<file path="config.mk">
export PLATFORM = sky130hd
export DESIGN_NAME = uart_rx
export DESIGN_NICKNAME = d
export VERILOG_FILES = /design/src/rtl/uart_pkg.sv /design/src/rtl/uart_sync.sv /design/src/rtl/uart_rx.sv
export VERILOG_INCLUDE_DIRS = /design/src /design/src/rtl
export SDC_FILE = /design/constraint.sdc
export NUM_CORES = 1
export LEC_CHECK = 0
export CORE_MARGIN = 2
export CORE_UTILIZATION = 45
export CTS_CLUSTER_SIZE = 10
export DETAILED_ROUTE_END_ITERATION = 8
export HOLD_SLACK_MARGIN = 0.05
export PLACE_DENSITY = 0.66
export SETUP_SLACK_MARGIN = 0.02
export SLEW_MARGIN = 5
export SYNTH_ARGS = -nofsm -noshare
export SYNTH_HDL_FRONTEND = slang
export SYNTH_SLANG_ARGS = --single-unit
</file>
<file path="constraint.sdc">
create_clock -name clock -period 2.53 [get_ports clock]
set_input_delay 0.3795 -clock clock [delete_from_list [all_inputs] [get_ports clock]]
set_output_delay 0.3795 -clock clock [all_outputs]
set_load 0.05 [all_outputs]
</file>
<file path="src/rtl/UART_config.sv">
// Shared UART link configuration, used by both transmit and receive sides
// so the two ends of a link always agree on bit timing.
`ifndef UART_CONFIG_SV
`define UART_CONFIG_SV
`define CLK_FREQ  1600000
`define BAUD_RATE 100000
`define WIDTH     8
`endif

</file>
<file path="src/rtl/uart_pkg.sv">
// UART receiver types and timing constants derived from the shared link config.
`include "UART_config.sv"

package uart_pkg;
    localparam int DATA_W         = `WIDTH;
    localparam int CLOCKS_PER_BIT = `CLK_FREQ / `BAUD_RATE;
    localparam int HALF_BIT       = CLOCKS_PER_BIT / 2;
    localparam int BAUD_W         = $clog2(CLOCKS_PER_BIT);
    localparam int BIT_W          = $clog2(DATA_W) + 1;

    typedef enum logic [2:0] {
        IDLE,
        START,
        DATA,
        STOP,
        WAIT_HIGH
    } rx_state_t;
endpackage

</file>
<file path="src/rtl/uart_sync.sv">
// Two-flop synchronizer for a single asynchronous input; RST_VAL picks the
// value both flops take in reset (the idle level of the input).
module uart_sync #(
    parameter logic RST_VAL = 1'b1
) (
    input  logic clk_i,
    input  logic rst_i,
    input  logic d_i,
    output logic q_o
);
    logic [1:0] ff_q;

    always_ff @(posedge clk_i) begin
        if (rst_i) ff_q <= {2{RST_VAL}};
        else       ff_q <= {ff_q[0], d_i};
    end

    assign q_o = ff_q[1];
endmodule

</file>
<file path="src/rtl/uart_rx.sv">
// 8N1 UART receiver: mid-bit sampling FSM feeding a hold register with a
// level valid and one-cycle read acknowledge.
module uart_rx
    import uart_pkg::*;
(
    input  logic              clock,
    input  logic              reset,
    input  logic              rx,
    input  logic              read,
    output logic [DATA_W-1:0] data,
    output logic              valid,
    output logic              frame_err,
    output logic              overrun,
    output logic              busy
);
    localparam logic [BAUD_W-1:0] BIT_RELOAD  = BAUD_W'(CLOCKS_PER_BIT - 1);
    localparam logic [BAUD_W-1:0] HALF_RELOAD = BAUD_W'(HALF_BIT - 1);
    localparam logic [BIT_W-1:0]  LAST_BIT    = BIT_W'(DATA_W - 1);

    logic rx_s;

    uart_sync #(.RST_VAL(1'b1)) u_sync (
        .clk_i (clock),
        .rst_i (reset),
        .d_i   (rx),
        .q_o   (rx_s)
    );

    rx_state_t         state_q, state_d;
    logic [BAUD_W-1:0] baud_q, baud_d;
    logic [BIT_W-1:0]  bit_q, bit_d;
    logic [DATA_W-1:0] shift_q, shift_d;
    logic [DATA_W-1:0] data_q, data_d;
    logic              valid_q, valid_d;
    logic              ferr_q, ferr_d;
    logic              ovr_q, ovr_d;

    always_ff @(posedge clock) begin
        if (reset) begin
            state_q <= IDLE;
            baud_q  <= '0;
            bit_q   <= '0;
            shift_q <= '0;
        end else begin
            state_q <= state_d;
            baud_q  <= baud_d;
            bit_q   <= bit_d;
            shift_q <= shift_d;
        end
    end

    always_ff @(posedge clock) begin
        if (reset) begin
            data_q  <= '0;
            valid_q <= 1'b0;
            ferr_q  <= 1'b0;
            ovr_q   <= 1'b0;
        end else begin
            data_q  <= data_d;
            valid_q <= valid_d;
            ferr_q  <= ferr_d;
            ovr_q   <= ovr_d;
        end
    end

    always_comb begin
        state_d = state_q;
        baud_d  = baud_q;
        bit_d   = bit_q;
        shift_d = shift_q;
        data_d  = data_q;
        valid_d = valid_q;
        ferr_d  = 1'b0;
        ovr_d   = 1'b0;

        // Acknowledge is applied first so a same-cycle completion sees a free register.
        if (read && valid_q) valid_d = 1'b0;

        case (state_q)
            IDLE: begin
                if (!rx_s) begin
                    baud_d  = HALF_RELOAD;
                    state_d = START;
                end
            end
            START: begin
                if (baud_q == '0) begin
                    if (!rx_s) begin
                        baud_d  = BIT_RELOAD;
                        bit_d   = '0;
                        state_d = DATA;
                    end else begin
                        state_d = IDLE;
                    end
                end else begin
                    baud_d = baud_q - 1'b1;
                end
            end
            DATA: begin
                if (baud_q == '0) begin
                    shift_d = {rx_s, shift_q[DATA_W-1:1]};
                    baud_d  = BIT_RELOAD;
                    if (bit_q == LAST_BIT) state_d = STOP;
                    else                   bit_d   = bit_q + 1'b1;
                end else begin
                    baud_d = baud_q - 1'b1;
                end
            end
            STOP: begin
                if (baud_q == '0) begin
                    if (rx_s) begin
                        state_d = IDLE;
                        if (valid_d) begin
                            ovr_d = 1'b1;
                        end else begin
                            data_d  = shift_q;
                            valid_d = 1'b1;
                        end
                    end else begin
                        ferr_d  = 1'b1;
                        state_d = WAIT_HIGH;
                    end
                end else begin
                    baud_d = baud_q - 1'b1;
                end
            end
            WAIT_HIGH: begin
                // Hold off until the line recovers so a break is not decoded as frames.
                if (rx_s) state_d = IDLE;
            end
            default: state_d = IDLE;
        endcase
    end

    assign data      = data_q;
    assign valid     = valid_q;
    assign frame_err = ferr_q;
    assign overrun   = ovr_q;
    assign busy      = (state_q != IDLE);
endmodule

</file>
==> impl_metrics.yaml, run 1 <==
status:
  status: "finished, final reports clean"
die:
  initial_utilization_pct: 46.2
  rows: 20
  core-area_um2: 2980
  die_w_um: 59.3
  die_area_um2: 3510
  io_pins: 16
  floorplan.die.height_um: 59.3
cells_and_area:
  final_common_cell: "dfxtp_1"
  final_util_pct: 55.1
  antenna_cells: 0
  syn_to_final_growth_pct: 19.4
  drive_above_1_share_pct: 10.2
  final_cell_mix: "32 x dfxtp_1, 23 x nor2_1, 18 x mux2i_1, 15 x clkdlybuf4s50_1, 10 x nand2_1"
  layout.nets: 171
  stdcell_count: 199
global_route:
  grt_pass1_wl_mm: 4.29
  grt_antenna_before_repair: 0
  grt_pass1_vias: 969
  track_usage_pct: 16.6
  grt_max_degree: 30
  overflow: 0
critical_path:
  startpoint_type: "flop"
  crit_path_end_kind: "output port"
  worstPathMaxFanout: 14
  crit_required_ns: 2.15
  critPathKind: "flop to output port"
  cp.arrival_ns: 1.88
placed_design:
  dp_cells: 191
  numPortBuffers: 15
  dpl.hpwl_mm: 1.70
  gp_congestion: 0.803
sta:
  rsz0062_at_grt: "false"
  fin_crit_ns: 2.26
  fmax_mhz: 442
  setup-violations-final: 0
  hold_viol: 0
  worst_slew_pin_slew_ns: 0.767
  clock-skew-final_ns: 0.00779
  final.period_utilization_pct: 89.3
  slew_violations: 0
  setup_tns_ns: 0
  timing.slew.headroom_pct: 48.1
routing:
  drtIter0Drc: 21
  post-route-drc-count: 0
  wirelength_mm: 2.45
  viasPerCell: 5.34
  post_drt_wl_per_cell_um: 12.3
  drt-pass1-iter-count: 4
  via_count: 1063
  antenna_left: 0
yosys:
  ys_ff_latch: 32
  postSynthAreaPerCell_um2: 9.29
  syn_area_um2: 1380
  ys_seq_area_share_pct: 46.6
  syn_inst: 148
  yosysWarnings: 0
  yosysUniqueCellTypes: 36
  synth_nets: 154
power_and_ir_drop:
  power_w: 0.00105
  ir_drop_mv: 0.521
  p_leak_nw: 0.660
  p_per_area_nw_per_um2: 638
run:
  drv_cap: 0
clocking:
  cts-resized-gates: 0
  cts_setup_buffers: 0
  htree_levels: 2
  clkTransAtPathRegs_ns: 0.09
  hold_buffers: 0
  clock_path_buffers: 2
  cts_tree: "built"
  cts_num_sinks: 32
  cts_root_buffer: "clkbuf_4"
  numCtsBuffers: 5
  insertion_delay_ns: 0.33
worst_hold_path:
  min_path_type: "flop to flop"
-- logic make-up (layout without fill, tap and decap cells) --
group / Yosys count / after routing / share of synthesized area (%)
AO/OA/AOI/OAI: 19 / 19 / 9.28
adder cells (fa/ha/maj): 2 / 2 / 1.82
buffers and inverters: 11 / 29 / 3.91
flip-flops: 32 / 32 / 46.6
multiplexers: 18 / 18 / 13.1
AND/OR/NAND/NOR: 66 / 66 / 25.3
-- state kept, by name, summed over array words and instances, names as in the netlist --
signal	cells
frame_err	1
overrun	1
state_q	3
baud_q	4
u_sync.ff_q	2
valid	1
shift_q	8
bit_q	4
data	8
-- worst max-delay path, stage by stage (launching register included) --
cell and delay, ns:
dfxtp_1 0.58, or3_1 0.17, clkdlybuf4s50_1 0.80
-- per-stage QoR --
step	hold WS, ns	worst slack, ns	cell area [um^2]
finish	0.418	0.270	1640
global route	0.431	0.161	1640
CTS	0.421	0.252	1640
detailed placement	0.398	0.546	1550
global placement	0.397	0.638	1550
floorplan	0.389	0.776	1380
-- where the power goes --
part	total [W]	leakage, nW	switching, W	internal, W
Clock	0.000429	0.0515	0.000166	0.000262
Sequential	0.000527	0.259	0.0000137	0.000513
Combinational	0.0000919	0.349	0.0000518	0.0000401
-- cell type report --
class	instances	area, um^2
fill	288	1340
multi-input combinational	105	681
sequential	32	641
timing repair buffer	18	173
clock buffer	7	65.1
tap	33	41.3
clock inverter	1	30.0
inverter	3	11.3
-- synthesized netlist by cell type --
| master | instances | area (um^2) |
|---|---|---|
| or3b_1 | 1 | 8.76 |
| o21a_1 | 2 | 15.0 |
| nor2b_1 | 2 | 12.5 |
| or3_1 | 3 | 18.8 |
| dfxtp_1 | 32 | 641 |
| a311oi_1 | 2 | 17.5 |
| nand3_1 | 3 | 15.0 |
| nor4b_1 | 1 | 8.76 |
| o41ai_1 | 1 | 8.76 |
| nand2b_1 | 2 | 12.5 |
| or4b_4 | 1 | 13.8 |
| nor3_1 | 9 | 45.0 |
| nor2_1 | 23 | 86.3 |
| a2111oi_0 | 1 | 8.76 |
| nand3b_1 | 2 | 15.0 |
| or2_2 | 3 | 18.8 |
| ha_1 | 2 | 25.0 |
| nor3b_2 | 2 | 25.0 |
| and3b_1 | 1 | 8.76 |
| o31ai_1 | 1 | 7.51 |
| o21ai_1 | 1 | 5.00 |
| inv_1 | 3 | 11.3 |
| buf_6 | 1 | 11.3 |
| buf_4 | 1 | 7.51 |
| mux2i_1 | 18 | 180 |
| o211a_1 | 1 | 10.0 |
| nor3b_1 | 1 | 7.51 |
| buf_2 | 1 | 5.00 |
| nand2_1 | 10 | 37.5 |
| nor4_1 | 1 | 6.26 |
| clkbuf_1 | 5 | 18.8 |
| or4_1 | 1 | 7.51 |
| a211oi_1 | 1 | 7.51 |
| o21ai_0 | 2 | 10.0 |
| a21oi_1 | 6 | 30.0 |
| o21bai_1 | 1 | 7.51 |
-- path summary, 6_finish.rpt --
| kind | slack [ns] | start | cells past startpoint | to |
|---|---|---|---|---|
| setup reg to reg | 0.61 | baud_q[0]$_SDFFE_PP0P_ | 7 | data[0]$_SDFFE_PP0P_ |
| hold reg to reg | 0.42 | u_sync.ff_q[0]$_SDFF_PP1_ | 1 | u_sync.ff_q[1]$_SDFF_PP1_ |
| hold / removal | 0.42 | u_sync.ff_q[0]$_SDFF_PP1_ | 1 | u_sync.ff_q[1]$_SDFF_PP1_ |
| setup / recovery | 0.27 | state_q[2]$_SDFFE_PP0P_ | 2 | busy |
-- metal layers --
metal  part of all wire [%]  wire [um]  track usage, %  vias up
li1                       -          -               -      551
met5                      0          0               0        -
met4                    1.3         33            7.79        0
met3                    3.5         86            5.90        5
met2                     44       1090            23.7       15
met1                     51       1240            22.4      492
Power figures use the tool's default switching activity.
==> inputs of run 2 (changes only) <==
==> constraint.sdc (replaced) <==
create_clock -name clock -period 2.3 [get_ports clock]
set_input_delay 0.345 -clock clock [delete_from_list [all_inputs] [get_ports clock]]
set_output_delay 0.345 -clock clock [all_outputs]
set_load 0.05 [all_outputs]
==> run 2 against run 1 <==
Critical path depth is 5 higher. Non-clock buffer count rose by 1. Total power fell by 4.1%. Combinational power grew 9%. Flip-flop and latch count stayed put. Global-route usage up 1.1 points. Worst hold slack better by 0.024 ns. Final cell count grew 0.50%. Cell area is 1.8% lower. Core utilization down 0.97 points. Clock-buffer cell count decreased by 2. Largest cell class unchanged.
==> impl_metrics.yaml, run 2 (synthesis results as in run 1) <==
status:
  status: "finished, final reports clean"
sta:
  slew_violations: 0
  final.period_utilization_pct: 85.2
  hold_viol: 0
  timing.slew.headroom_pct: 54.8
  setup-violations-final: 0
  worst_hold_slack_ns: 0.442
  rsz0062_at_grt: "false"
  setup_tns_ns: 0
  clock-skew-final_ns: 0.00247
  fmax_mhz: 510
  worst_slew_pin_slew_ns: 0.669
  fin_crit_ns: 1.96
  setup_ws_ns: 0.341
die:
  floorplan.die.height_um: 59.3
  rows: 20
  io_pins: 16
  die_w_um: 59.3
  die_area_um2: 3510
  core-area_um2: 2980
  initial_utilization_pct: 46.2
clocking:
  clock_path_buffers: 2
  cts_tree: "built"
  clkTransAtPathRegs_ns: 0.10
  cts_root_buffer: "clkbuf_4"
  numCtsBuffers: 5
  cts_setup_buffers: 0
  cts_num_sinks: 32
  htree_levels: 2
  insertion_delay_ns: 0.35
critical_path:
  rrSetupSlack_ns: 0.34
  critPathKind: "flop to flop"
  startpoint_type: "flop"
  cp.arrival_ns: 2.20
  worstPathMaxFanout: 8
  crit_required_ns: 2.54
  crit_path_end_kind: "flop"
routing:
  viasPerCell: 5.54
  post_drt_wl_per_cell_um: 13.4
  drtIter0Drc: 46
  antenna_left: 0
  wirelength_mm: 2.69
  post-route-drc-count: 0
  drt-pass1-iter-count: 4
  via_count: 1108
placed_design:
  dpl.hpwl_mm: 1.85
  numPortBuffers: 15
  gp_congestion: 0.725
  dp_cells: 192
  post-place-ws_ns: 0.364
global_route:
  met3_usage_pct: 4.59
  overflow: 0
  grt_max_degree: 30
  grtUsageMet1_pct: 22.8
  busiest_layer: "met2"
  grt_pass1_wl_mm: 4.57
  grt_antenna_before_repair: 0
  grt_pass1_vias: 1013
  track_usage_pct: 17.8
  met2_usage_pct: 25.7
power_and_ir_drop:
  p_leak_nw: 0.665
  p_per_area_nw_per_um2: 623
  ir_drop_mv: 0.369
cells_and_area:
  final_util_pct: 54.2
  final_common_cell: "dfxtp_1"
  layout.nets: 172
  antenna_cells: 0
  syn_to_final_growth_pct: 17.3
  drive_above_1_share_pct: 10.8
  stdcell_count: 200
  final_cell_mix: "32 x dfxtp_1, 23 x nor2_1, 18 x mux2i_1, 14 x clkdlybuf4s50_1, 10 x nand2_1"
run:
  drv_cap: 0
worst_hold_path:
  min_path_type: "flop to flop"
run 2: changes by cell type in the layout (fill, tap and decap cells not counted), sizes merged:
cell | previous run | this run
bufinv | 1 | 0
clkbuf | 7 | 5
clkdlybuf4s50 | 15 | 14
dlymetal6s2s | 0 | 1
clkinv | 0 | 3
buf | 3 | 4
run 2: area by class of cell:
cell class | instances | area (um^2)
clock buffers | 5 | 37.5
clock inverters | 3 | 18.8
repair buffers | 19 | 183
well taps | 33 | 41.3
inverters | 3 | 11.3
flip-flops and latches | 32 | 641
fillers | 299 | 1370
multi-input cells | 105 | 681
run 2: worst max-delay path: stages, from the launching register on:
cell,delay (ns)
dfxtp_1,0.36
inv_1,0.08
ha_1,0.21
or4b_4,0.52
nor3b_2,0.19
buf_4,0.21
mux2i_1,0.21
nor2_1,0.06
run 2: worst paths after layout:
check,start,endpoint,depth (start not counted)
worst min register to register,u_sync.ff_q[0]$_SDFF_PP1_,u_sync.ff_q[1]$_SDFF_PP1_,1
worst max register to register,baud_q[0]$_SDFFE_PP0P_,data[0]$_SDFFE_PP0P_,7
worst min-delay path,u_sync.ff_q[0]$_SDFF_PP1_,u_sync.ff_q[1]$_SDFF_PP1_,1
worst max-delay path,baud_q[0]$_SDFFE_PP0P_,data[0]$_SDFFE_PP0P_,7
run 2: metrics by stage:
stage / total power, W / area, um^2
finish: 0.00100 / 1610
global route: 0.00106 / 1610
CTS: 0.00101 / 1610
detailed placement: 0.000693 / 1550
global placement: 0.000690 / 1550
floorplan: 0.000666 / 1380
run 2: power breakdown:
group / total, W / switching [W] / internal [W]
sequential: 0.000580 / 0.0000163 / 0.000564
clock: 0.000324 / 0.000207 / 0.000117
combinational: 0.000100 / 0.0000562 / 0.0000440
total: 0.00100 / 0.000279 / 0.000725
run 2: layer usage:
layer	up-vias	share of wire (%)	wire length [um]
li1	558	-	-
met4	0	3.1	84
met3	9	4.7	126
met2	25	45	1220
met1	516	47	1250
met5	-	0	0
run 2: what timing repair did:
action                                 4_1_cts  5_1_grt
resized for setup                            0        1
endpoints found under the hold margin        0        0
hold buffers                                 0        0
setup endpoints to repair                    0        1
==> inputs of run 3 (changes only) <==
==> constraint.sdc (replaced) <==
create_clock -name clock -period 2.42 [get_ports clock]
set_input_delay 0.363 -clock clock [delete_from_list [all_inputs] [get_ports clock]]
set_output_delay 0.363 -clock clock [all_outputs]
set_load 0.05 [all_outputs]
==> run 3 against run 2 <==
Non-clock buffer count is 1 higher. Worst setup slack worse by 0.17 ns. Die area stayed put. Sequential power is 5.0% lower. Clock skew is 0.0070 ns higher. Core utilization is 0.17 points lower. Worst hold slack worse by 0.021 ns. Global-route usage is 0.47 points lower. Final cell count stayed put. Largest cell class unchanged. Clock power is 16% lower.
==> impl_metrics.yaml, run 3 (synthesis results as in run 1) <==
status:
  status: "finished, final reports clean"
placed_design:
  numPortBuffers: 15
  dp_cells: 193
  placed_area_um2: 1560
  dpl.hpwl_mm: 1.77
  gp_congestion: 0.831
  post-place-ws_ns: 0.533
sta:
  worst_slew_pin_slew_ns: 0.497
  hold_viol: 0
  timing.slew.headroom_pct: 66.8
  clock-skew-final_ns: 0.00944
  slew_violations: 0
  fin_crit_ns: 2.24
  final.period_utilization_pct: 92.7
  setup_tns_ns: 0
  fmax_mhz: 446
  rsz0062_at_grt: "false"
  setup_ws_ns: 0.176
  setup-violations-final: 0
critical_path:
  cp.arrival_ns: 1.88
  crit_slowest_cell: "clkdlybuf4s50_1"
  startpoint_type: "flop"
  crit_path_end_kind: "output port"
  critPathKind: "flop to output port"
  worstPathMaxFanout: 14
  crit_required_ns: 2.06
  cp_slowest_stage_delay_ns: 0.80
  timing.rr.start: "baud_q[0]$_SDFFE_PP0P_"
  startpoint: "state_q[2]$_SDFFE_PP0P_"
  crit_chain: "or3_1 > clkdlybuf4s50_1"
global_route:
  grt_pass1_wl_mm: 4.51
  grt_pass1_vias: 1028
  grt_antenna_before_repair: 0
  grt_max_degree: 15
  overflow: 0
  track_usage_pct: 17.3
routing:
  post_drt_wl_per_cell_um: 12.5
  antenna_left: 0
  viasPerCell: 5.35
  post-route-drc-count: 0
  via_count: 1069
  drtIter0Drc: 38
  drt-pass1-iter-count: 4
  wirelength_mm: 2.50
cells_and_area:
  final_cell_mix: "32 x dfxtp_1, 23 x nor2_1, 18 x mux2i_1, 15 x clkdlybuf4s50_1, 10 x nand2_1"
  final_common_cell: "dfxtp_1"
  drive_above_1_share_pct: 10.2
  antenna_cells: 0
  syn_to_final_growth_pct: 16.9
  final_util_pct: 54.0
  stdcell_count: 200
  layout.nets: 173
  stdcell_area_um2: 1610
die:
  rows: 20
  initial_utilization_pct: 46.2
  die_w_um: 59.3
  die_area_um2: 3510
  core-area_um2: 2980
  floorplan.die.height_um: 59.3
  io_pins: 16
clocking:
  numCtsBuffers: 5
  insertion_delay_ns: 0.32
  hold_buffers: 0
  cts_setup_buffers: 0
  cts_root_buffer: "clkbuf_4"
  htree_levels: 2
  clock_path_buffers: 2
  clkTransAtPathRegs_ns: 0.09
  cts_num_sinks: 32
  cts_tree: "built"
  cts-resized-gates: 0
worst_hold_path:
  min_path_type: "flop to flop"
  min_from: "u_sync.ff_q[0]$_SDFF_PP1_"
power_and_ir_drop:
  p_per_area_nw_per_um2: 572
  p_leak_nw: 0.647
  ir_drop_mv: 0.444
run:
  drv_cap: 0
-- run 3: metrics by stage --
| stage | total power [W] | hold WS (ns) |
|---|---|---|
| 4_1_cts | 0.000933 | 0.425 |
| 3_5_place_dp | 0.000658 | 0.400 |
| 2_1_floorplan | 0.000633 | 0.389 |
| 3_3_place_gp | 0.000657 | 0.394 |
| 5_1_grt | 0.000978 | 0.445 |
| 6_report | 0.000919 | 0.421 |
-- run 3: final timing paths --
path,to,slack [ns],cells after the start
worst max-delay path,busy,0.18,2
worst min-delay path,u_sync.ff_q[1]$_SDFF_PP1_,0.42,1
worst max register to register,data[6]$_SDFFE_PP0P_,0.52,7
worst min register to register,u_sync.ff_q[1]$_SDFF_PP1_,0.42,1
-- run 3: per-layer routing --
layer,vias to the layer above,GRT usage (%),part of all wire [%]
met5,-,0,0
met4,0,9.09,1.4
met3,5,6.77,5.1
met2,21,22.6,44
met1,486,24.2,49
li1,557,-,-
-- run 3: final cells by class --
type,count,area [um^2]
clock buffer,6,41.3
sequential,32,641
fill,305,1370
clock inverter,1,5.00
multi-input combinational,105,681
timing repair buffer,20,188
tap,33,41.3
inverter,3,11.3
-- run 3: worst max-delay path: cells and delay by family (launching register included) --
kind	cells	cell delay [ns]
buf+inv	1	0.80
flops	1	0.59
simple gates	1	0.18
-- run 3: report_power, final --
| group | switching, W | internal, W | total [W] | leakage (nW) |
|---|---|---|---|---|
| Sequential | 0.0000145 | 0.000536 | 0.000551 | 0.259 |
| Combinational | 0.0000539 | 0.0000428 | 0.0000967 | 0.360 |
| Clock | 0.000165 | 0.000107 | 0.000272 | 0.0281 |
==> variant 1, RTL diff (config.mk and constraints of run 2) <==
Set the macro `WIDTH` to 4 (it was 8).
--- a/src/rtl/UART_config.sv
+++ b/src/rtl/UART_config.sv
@@ -4,6 +4,6 @@
 `define UART_CONFIG_SV
 `define CLK_FREQ  1600000
 `define BAUD_RATE 100000
-`define WIDTH     8
+`define WIDTH     4
 `endif
 
Interface: changed (resized data); port bits go from 16 to 12. No check against the original RTL was run, so the function may have changed too.
==> variant 1 against run 2 <==
- area after synthesis is 25% lower
- worst setup slack better by 86 ps
- non-clock buffer count is 7 lower
- power is 31% lower
- highest routed layer unchanged
- critical path type unchanged
- core utilization hardly changed
- cell area is 26% lower
- clock skew is 7.6 ps higher
- wire length is 33% lower
- sequential cell count is 9 lower
==> variant 1: results (changes against run 2) <==
| Metric | Value |
|---|---|
| Synth cell count leaders | 23 x dfxtp_1, 12 x nor2_1, 9 x mux2i_1 |
| HPWL after detailed placement | 1.30 mm (-30%) |
| Slew headroom | 66.0% (+11 points) |
| DP Cell Count | 146 (-24%) |
| Total GRT Usage | 15.6% (-2.1 points) |
| Fillers | 202 (-32%) |
| Final WL | 1.81 mm (-33%) |
| Critical Path Max Stage Delay | 410 ps (-110 ps) |
| CTS Buf Count | 3 (-2) |
| Layout cells sized above 1 | 8.20% (-2.6 points) |
| Clock latency on the worst-skew pair | 310 ps (-40 ps) |
| First-pass GRT wire length | 3.11 mm (-32%) |
| Fraction of area in multi-input gates | 43.6% (+1.4 points) |
| Clock-pin slew on the worst setup and hold paths | 130 ps (+30 ps) |
| Nonclk inv count | 7 (+4) |
| Adder-cell share of the synthesized area | 4.85% (+3.0 points) |
| Avg Inst Size Synth | 9.21 um2 (-0.92%) |
| Status | finished clean |
| Placement-stage cell area | 0.00116 mm2 (-26%) |
| Clk_skew | 10.1 ps (+7.63 ps) |
| Distinct cells, synth | 33 (-8.3%) |
| RePlAce Congestion | 0.847 (+17%) |
| Syn_nets | 120 (-22%) |
| Signal buffers share of area | 10.1% (-1.2 points) |
| Leakage power | 0.455 nW (-32%) |
| Final Non-Filler Cells | 150 (-25%) |
| Seq/total area | 38.8% (-0.94 points) |
| Synth Area in XOR/XNOR | 0.850% (+0.85 points) |
| Register area share after synthesis | 44.7% (-1.9 points) |
| Count of non-CTS buffers in the layout | 12 (-7) |
| Complex-gate fraction of the synthesized area | 13.7% (+4.4 points) |
| Starting DRT DRC Count | 16 (-65%) |
| Worst VDD drop | 0.472 mV (+28%) |
| Clk sinks | 23 (-28%) |
| CP Max Fanout | 10 (+2) |
| DR vias/cell | 5.34 (-3.6%) |
| Arrival time worst endpoint | 2120 ps (-80 ps) |
| Vias in the first global route | 731 (-28%) |
| Slowest cell on crit path | nor3b_4 |
| I/O Buffers | 11 (-4) |
| Comb_multi_in | 76 (-28%) |
| Finished Core Util | 54.2% (about the same) |
| H-tree depth | 1 (-1) |
| Largest net degree at the start of global routing | 25 (-17%) |
| Clk cell area share | 2.32% (-1.2 points) |
| Placement Setup Slack | 418 ps (+54.1 ps) |
| P per Cell Area | 586 mW/mm2 (-5.9%) |
variant 1: changes by cell type after synthesis, sizes merged, moves of 3 or more:
cell	delta
nor3	-4
nand2	-3
nor2	-11
inv	+4
mux2i	-9
dfxtp	-9
variant 1: path summary, 6_finish.rpt:
kind                                  endpoint  slack [ps]  cells past startpoint
worst min-delay path            u_sync.ff_q[1]         420                      1
worst max-delay path                  bit_q[0]         430                      6
worst max register to register        bit_q[0]         430                      6
worst min register to register  u_sync.ff_q[1]         420                      1
variant 1: power by group:
group / total [mW] / internal, mW / leakage [nW] / switching, mW
combinational: 0.0871 / 0.0409 / 0.251 / 0.0462
sequential: 0.420 / 0.408 / 0.186 / 0.0121
clock: 0.189 / 0.0650 / 0.0177 / 0.124
variant 1: layer usage:
layer  share of wire (%)  vias to the layer above  global-route usage [%]
met4                0.77                        0                    3.95
met3                 4.9                        2                    6.03
met2                  48                       19                    26.6
li1                    -                      410                       -
met1                  46                      370                    18.3
met5                   0                        -                       0
==> variant 2, RTL diff (config.mk and constraints of run 2) <==
Without the edit above. The 5 states of `rx_state_t` get a one-hot encoding in 5 bits.
--- a/src/rtl/uart_pkg.sv
+++ b/src/rtl/uart_pkg.sv
@@ -8,12 +8,12 @@
     localparam int BAUD_W         = $clog2(CLOCKS_PER_BIT);
     localparam int BIT_W          = $clog2(DATA_W) + 1;
 
-    typedef enum logic [2:0] {
-        IDLE,
-        START,
-        DATA,
-        STOP,
-        WAIT_HIGH
+    typedef enum logic [4:0] {
+        IDLE      = 5'b00001,
+        START     = 5'b00010,
+        DATA      = 5'b00100,
+        STOP      = 5'b01000,
+        WAIT_HIGH = 5'b10000
     } rx_state_t;
 endpackage
 
Behaviour: same outputs for any inputs over 10 cycles, from zero or initial values and one cycle with reset high; not proved beyond that.
==> variant 2 against run 2 <==
- cell area grew 16%
- critical path depth shrank 4
- clock power grew 6.8%
- sequential cell count grew 2
- critical path type is now reg -> out
- area after synthesis grew 12%
- worst setup slack lost 170 ps
- power grew 7.2%
- wire length grew 18%
==> variant 2: results (changes against run 2) <==
| Metric | Value |
|---|---|
| CP Max Fanout | 10 (+2) |
| Vias in the first global route | 1195 (+18%) |
| Worst VDD drop | 0.392 mV (+6.3%) |
| Placement-stage cell area | 0.00179 mm2 (+15%) |
| Register area share after synthesis | 44.0% (-2.6 points) |
| HPWL after detailed placement | 2.29 mm (+24%) |
| Distinct cells, synth | 41 (+14%) |
| Clock buffer depth | 2 (unchanged) |
| Main area contributors after synthesis | dfxtp_1 44%, mux2i_1 6.5%, a21oi_1 5.5%, nor2_1 4.6%, nand2_1 4.4% |
| RePlAce Congestion | 0.813 (+12%) |
| Routed vias | 1302 (+18%) |
| Syn_nets | 186 (+21%) |
| First-pass GRT wire length | 5.36 mm (+17%) |
| Worst Tran Pin Value | 544 ps (-124 ps) |
| R2R Path Start | state_q[1] |
| Nets | 208 (+21%) |
| Status | finished clean |
| Fillers | 334 (+12%) |
| Clock latency on the worst-skew pair | 340 ps |
| Leakage power | 0.649 nW (-2.5%) |
| Total GRT Usage | 17.6% (-0.22 points) |
| Layout cells sized above 1 | 14.3% (+3.5 points) |
| Slowest cell on crit path | or4b_1 |
| Reg2Reg Setup Slack | 200 ps (-140 ps) |
| Final WL | 3.17 mm (+18%) |
| Largest net degree at the start of global routing | 19 (-37%) |
| Starting DRT DRC Count | 48 (+4.3%) |
variant 2: layout make-up:
class                   instances  area share (%)
well taps                      46            3.09
repair buffers                 27            12.8
flip-flops and latches         34            36.5
multi-input cells             129            43.2
inverters                       5            1.01
clock inverters                 2           0.672
clock buffers                   6            2.75
variant 2: how the worst max path moves through the flow:
stage | start | end
final | state_q[1] | busy
after CTS | baud_q[0] | bit_q[3]
after global routing | baud_q[0] | bit_q[3]
after detailed placement | baud_q[0] | bit_q[3]
after floorplan | state_q[3] | baud_q[2]
after global placement | baud_q[0] | bit_q[3]
variant 2: where the power goes:
group          leakage [nW]  total, mW  switching, mW  internal (mW)
sequential            0.275      0.607         0.0102          0.596
clock                0.0343      0.346          0.200          0.147
combinational         0.339      0.124         0.0689         0.0548
variant 2: metrics by stage:
stage | power (mW) | util (%) | hold WS [ps] | worst slack [ps] | cells
6_report | 1.08 | 56.3 | 423 | 171 | 249
5_1_grt | 1.14 | 56.3 | 429 | 55.1 | 249
4_1_cts | 1.09 | 56.1 | 421 | 116 | 249
3_5_place_dp | 0.740 | 54.2 | 398 | 124 | 241
3_3_place_gp | 0.738 | 54.2 | 405 | 166 | 241
2_1_floorplan | 0.698 | - | 389 | 191 | 180
variant 2: kinds of logic after synthesis:
group / share of synthesized area, %
mux: 7.20
simple gates: 26.8
xor+xnor: 1.13
buf+inv: 4.37
fa+ha+maj: 1.62
compound gates: 14.9
flops: 44.0
variant 2: worst register-to-register path, stage by stage (launching register included):
cell and delay [ps]:
dfxtp_1 420, or4b_1 560, or2_4 270, a221o_1 400
a2111oi_4 360
variant 2: routing by layer:
metal	share of wire, %	vias up	track usage (%)	wire length (um)
met1	48	605	22.2	1530
met5	0	-	0	0
met3	2.7	5	5.41	87
met4	1.8	0	9.17	57
met2	47	15	26.9	1490
li1	-	677	-	-
